**src/rtl/xdist_sync_fifo.sv**
```systemverilog
// Synchronous FIFO on distributed RAM with registered output stage,
// full/empty/threshold flags, error pulses and optional first-word-fall-through.
module xdist_sync_fifo #(
    parameter int DATA_WIDTH        = 32,
    parameter int FIFO_DEPTH        = 64,
    parameter int FWFT              = 0,
    parameter int PROG_FULL_THRESH  = FIFO_DEPTH - 4,
    parameter int PROG_EMPTY_THRESH = 4,
    parameter int CNT_WIDTH         = $clog2(FIFO_DEPTH) + 1
) (
    input  logic                  clk,
    input  logic                  rst_n,
    input  logic                  wr_en,
    input  logic [DATA_WIDTH-1:0] din,
    output logic                  full,
    output logic                  overflow,
    input  logic                  rd_en,
    output logic [DATA_WIDTH-1:0] dout,
    output logic                  empty,
    output logic                  valid,
    output logic                  underflow,
    output logic [CNT_WIDTH-1:0]  data_count,
    output logic                  prog_full,
    output logic                  prog_empty
);

    localparam int unsigned AW = $clog2(FIFO_DEPTH);
    localparam logic [CNT_WIDTH-1:0] DEPTH_C = CNT_WIDTH'(FIFO_DEPTH);
    localparam logic [CNT_WIDTH-1:0] PF_C    = CNT_WIDTH'(PROG_FULL_THRESH);
    localparam logic [CNT_WIDTH-1:0] PE_C    = CNT_WIDTH'(PROG_EMPTY_THRESH);

    logic [DATA_WIDTH-1:0] mem_q [FIFO_DEPTH];

    logic [AW-1:0]         wr_ptr_q, wr_ptr_d;
    logic [AW-1:0]         rd_ptr_q, rd_ptr_d;
    logic [CNT_WIDTH-1:0]  count_q, count_d;
    logic [DATA_WIDTH-1:0] dout_q, dout_d;
    logic                  full_q, full_d;
    logic                  empty_q, empty_d;
    logic                  valid_q, valid_d;
    logic                  overflow_q, overflow_d;
    logic                  underflow_q, underflow_d;
    logic                  prog_full_q, prog_full_d;
    logic                  prog_empty_q, prog_empty_d;

    logic wr_acc, rd_acc, pop_ram;

    // In FWFT mode valid_q doubles as the output-register occupancy bit.
    always_comb begin
        wr_acc       = wr_en && !full_q;
        rd_acc       = rd_en && !empty_q;
        pop_ram      = rd_acc;
        wr_ptr_d     = wr_ptr_q;
        rd_ptr_d     = rd_ptr_q;
        dout_d       = dout_q;
        valid_d      = 1'b0;
        empty_d      = empty_q;

        if (FWFT != 0) begin
            pop_ram = (count_q != CNT_WIDTH'(valid_q)) && (!valid_q || rd_acc);
        end

        if (wr_acc) begin
            wr_ptr_d = wr_ptr_q + AW'(1);
        end
        if (pop_ram) begin
            rd_ptr_d = rd_ptr_q + AW'(1);
            dout_d   = mem_q[rd_ptr_q];
        end

        count_d = count_q + CNT_WIDTH'(wr_acc) - CNT_WIDTH'(rd_acc);

        if (FWFT != 0) begin
            valid_d = pop_ram || (valid_q && !rd_acc);
            empty_d = !valid_d;
        end else begin
            valid_d = rd_acc;
            empty_d = (count_d == '0);
        end

        full_d       = (count_d == DEPTH_C);
        prog_full_d  = (count_d >= PF_C);
        prog_empty_d = (count_d <= PE_C);
        overflow_d   = wr_en && full_q;
        underflow_d  = rd_en && empty_q;
    end

    always_ff @(posedge clk or negedge rst_n) begin
        if (!rst_n) begin
            wr_ptr_q     <= '0;
            rd_ptr_q     <= '0;
            count_q      <= '0;
            dout_q       <= '0;
            full_q       <= 1'b0;
            empty_q      <= 1'b1;
            valid_q      <= 1'b0;
            overflow_q   <= 1'b0;
            underflow_q  <= 1'b0;
            prog_full_q  <= 1'b0;
            prog_empty_q <= 1'b1;
        end else begin
            wr_ptr_q     <= wr_ptr_d;
            rd_ptr_q     <= rd_ptr_d;
            count_q      <= count_d;
            dout_q       <= dout_d;
            full_q       <= full_d;
            empty_q      <= empty_d;
            valid_q      <= valid_d;
            overflow_q   <= overflow_d;
            underflow_q  <= underflow_d;
            prog_full_q  <= prog_full_d;
            prog_empty_q <= prog_empty_d;
        end
    end

    // Storage array carries no reset; stale words are unreachable after reset.
    always_ff @(posedge clk) begin
        if (wr_acc) begin
            mem_q[wr_ptr_q] <= din;
        end
    end

    assign full       = full_q;
    assign overflow   = overflow_q;
    assign dout       = dout_q;
    assign empty      = empty_q;
    assign valid      = valid_q;
    assign underflow  = underflow_q;
    assign data_count = count_q;
    assign prog_full  = prog_full_q;
    assign prog_empty = prog_empty_q;

endmodule
```
**config.mk**
```make
export PLATFORM = sky130hd
export DESIGN_NAME = xdist_sync_fifo
export DESIGN_NICKNAME = d
export VERILOG_FILES = /design/src/rtl/xdist_sync_fifo.sv
export SDC_FILE = /design/constraint.sdc
export NUM_CORES = 2
export LEC_CHECK = 0
export ABC_AREA = 1
export BUFFER_PORTS_ARGS = -buffer_cell sky130_fd_sc_hd__buf_2
export CELL_PAD_IN_SITES_DETAIL_PLACEMENT = 1
export CELL_PAD_IN_SITES_GLOBAL_PLACEMENT = 2
export CORE_MARGIN = 8
export CORE_UTILIZATION = 43
export DETAILED_ROUTE_END_ITERATION = 8
export PLACE_DENSITY_LB_ADDON = 0.2
export SLEW_MARGIN = 20
export SYNTH_ARGS = -nofsm -noshare
export SYNTH_HDL_FRONTEND = slang
export SYNTH_SLANG_ARGS = --single-unit
```
**constraint.sdc**
```tcl
create_clock -name clk -period 5 [get_ports clk]
set_clock_uncertainty 0.2 [all_clocks]
set_input_delay 0.25 -clock clk [delete_from_list [all_inputs] [get_ports clk]]
set_output_delay 0.25 -clock clk [all_outputs]
set_load 0.02 [all_outputs]
```
==> results.py <==
metrics = {
    "synth": {
        "synth_cells": 8091,
        "avgSynthCellArea_sq_um": 10.87,
        "synth_xor_area_share_pct": 0.1095,
        "synthAdderAreaFrac_pct": 0.1508,
        "netlist_area_sq_um": 87950,
        "synth_mux_area_share_pct": 0,
        "yosysWarnings": 0,
        "synth_compound_area_share_pct": 2.436,
        "synth-seq-area-share_pct": 71.58,
        "synthSimpleGateAreaFrac_pct": 20.47,
        "yosysUniqueCellTypes": 25,
        "synth_top_family_by_area": "simple AND/OR/NAND/NOR gates",
        "ys_seq_elements": 2106,
        "synth_fp_nets": 8137,
    },
    "floorplanning": {
        "die_area_sq_um": 219300,
        "rows": 166,
        "die_y_um": 468.3,
        "initial_core_util_pct": 43.12,
        "core_sq_um": 204000,
        "boundaryPins": 82,
        "die_w_um": 468.3,
    },
    "power_and_ir_drop": {
        "p_per_area_nw_per_um2": 573.8,
        "vdd_drop_max_mv": 0.8025,
        "leakage_uw": 0.03875,
    },
    "setup_path": {
        "endpoint_kind": "flop",
        "path_cells": "clkinv_16 > buf_12 > nand2_1 > nand2_1 > nand2_1 > a21oi_1 > nor2_1 > nand2_1 > nand3_1 > nand2_1 > nand2_1 > nand2_1",
        "crit_slowest_cell": "dfrtp_4",
        "crit_arrival_ps": 4280,
        "cpMostUsedCell": "nand2_1",
        "cp_max_fo": 160,
        "path_class": "reg2reg",
        "cp-start-kind": "flop",
        "crit_required_ps": 5560,
        "cpPeakStageDelay_ps": 760,
    },
    "worst_hold_path": {
        "min_path_type": "in2reg",
    },
    "clock_network": {
        "clock-sinks": 2106,
        "clk_pin_slew_ps": 60,
        "clk_path_buf_depth": 3,
        "clk_latency_ps": 880,
        "cts-htree-levels": 4,
        "cts-root-buf": "clkbuf_16",
        "ctsResizeCount": 0,
        "cts_hold_buf": 38,
        "cts_buffers": 222,
        "tritoncts": "done",
        "cts_setup_buffers": 0,
    },
    "timing": {
        "max_freq_mhz": 269.0,
        "setup_viol": 0,
        "fin_setup_tns_ps": 0,
        "hold_viol": 0,
        "worst_pin_slew_ps": 1057,
        "min_period_over_period_pct": 74.34,
        "relSlewSlack_pct": 29.36,
        "hold-worst-slack_ps": 113.4,
        "drv_slew": 0,
        "period_minus_slack_ps": 3717,
        "setup_ws_ps": 1283,
        "rsz0062_at_grt": "no",
    },
    "job": {
        "cap_violations": 0,
    },
    "detailed_routing": {
        "wl_per_cell_um": 26.52,
        "first_iter_violations": 5608,
        "drt_pass1_iterations": 6,
        "route.detailed.drc": 0,
        "vias_per_cell": 5.452,
        "ant_nets": 0,
        "routed_wirelength_um": 293900,
        "vias": 60420,
    },
    "cells_and_area": {
        "mostFrequentLayoutCells": "nand2_1, edfxtp_1, nand3_1",
        "areaGrowthSynthToFinish_pct": 13.38,
        "final_cell_area_sq_um": 99720,
        "final_common_cell": "nand2_1",
        "nets": 8243,
        "drive_above_1_share_pct": 8.582,
        "fin_util_pct": 48.89,
    },
    "placement": {
        "gp_congestion": 0.7883,
        "io_buffers": 81,
        "dp_slack_ps": 1264,
        "place_area_sq_um": 91990,
        "hpwl_um": 159700,
    },
    "global_routing": {
        "grt_pass1_wl_um": 428000,
        "grtUsageTotal_pct": 26.53,
        "grt_max_degree": 178,
        "grt_antenna_before_repair": 20,
        "grt-ovfl-total": 0,
        "grt_pass1_vias": 62970,
    },
    "run_status": {
        "outcome": "finished clean",
    },
}
worst paths after layout:
check	start	endpoint	slack, ps	cells after the start
min reg2reg	full	overflow	280	2
max	rd_ptr_q[0]	dout[28]	1280	12
min in group asynchronous	rst_n	prog_empty	390	3
min	rd_en	valid	110	5
max reg2reg	rd_ptr_q[0]	dout[28]	1280	12
max in group asynchronous	rst_n	rd_ptr_q[4]	3530	4
power by group:
group          total [uW]  switching [uW]  internal (uW)  leakage, uW
logic               19600           14600           5090       0.0160
registers           20900             684          20200       0.0191
clock network       16700            7040           9630      0.00358
total               57200           22300          34900       0.0387
cell families after synthesis:
| family | Yosys count |
|---|---|
| and+or+nand+nor | 4488 |
| DFF | 2106 |
| buffers and inverters | 1048 |
| AOI/OAI and AO/OA | 428 |
| xor gates and xnor gates | 11 |
| adders and majority gates | 10 |
per-stage QoR:
| step | total power, uW | cells |
|---|---|---|
| 6_report | 57210 | 11080 |
| 5_1_grt | 60030 | 11080 |
| 4_1_cts | 57640 | 11080 |
| 3_5_place_dp | 40920 | 10620 |
| 3_3_place_gp | 40610 | 10620 |
| 2_1_floorplan | 33300 | 8091 |
Yosys cell counts:
master	number	area, sq um
inv_1	606	2275
inv_2	1	3.750
nor4_2	1	12.51
nor3_1	5	25.02
nand2_1	2770	10400
xor2_1	11	96.34
edfxtp_1	2048	61500
inv_6	1	8.760
nand3_1	845	4229
clkbuf_1	121	454.2
a21oi_1	133	665.6
dfrtp_1	56	1401
fa_1	1	20.02
nand4_1	2	12.51
o21ai_0	295	1476
buf_1	37	138.9
nor2_1	832	3123
buf_4	67	503.0
buf_6	24	270.3
dfstp_2	2	52.55
or2_2	33	206.5
ha_1	9	112.6
inv_4	1	6.260
buf_8	1	15.01
buf_2	189	945.9
sequential cells by signal, summed over array words and instances, names as in the netlist:
signal / count
mem_q: 2048
dout: 32
data_count: 7
rd_ptr_q: 6
wr_ptr_q: 6
empty: 1
full: 1
overflow: 1
prog_empty: 1
prog_full: 1
underflow: 1
valid: 1
cell type report:
class	instances	area [sq um]
repair buffers	321	2860
multi-input cells	4937	20870
fillers	21650	104200
flip-flops and latches	2106	62970
clock inverters	115	1177
well taps	2688	3363
diodes	4	10.01
inverters	609	2346
clock buffers	302	6121
worst max-delay path, delay by kind of cell (launching register included):
family | cells | cell delay, ps
buffers and inverters | 2 | 910
and+or+nand+nor | 9 | 1280
DFF | 1 | 760
AOI/OAI and AO/OA | 1 | 70
metal layers:
| metal | track usage, % | wire [um] | up-vias |
|---|---|---|---|
| met4 | 8.165 | 9668 | 6 |
| met5 | 0 | 41 | - |
| met1 | 35.73 | 126200 | 31030 |
| met2 | 45.02 | 141700 | 1785 |
| li1 | - | - | 27130 |
| met3 | 3.411 | 16290 | 465 |
(Power assumes the default switching activity.)
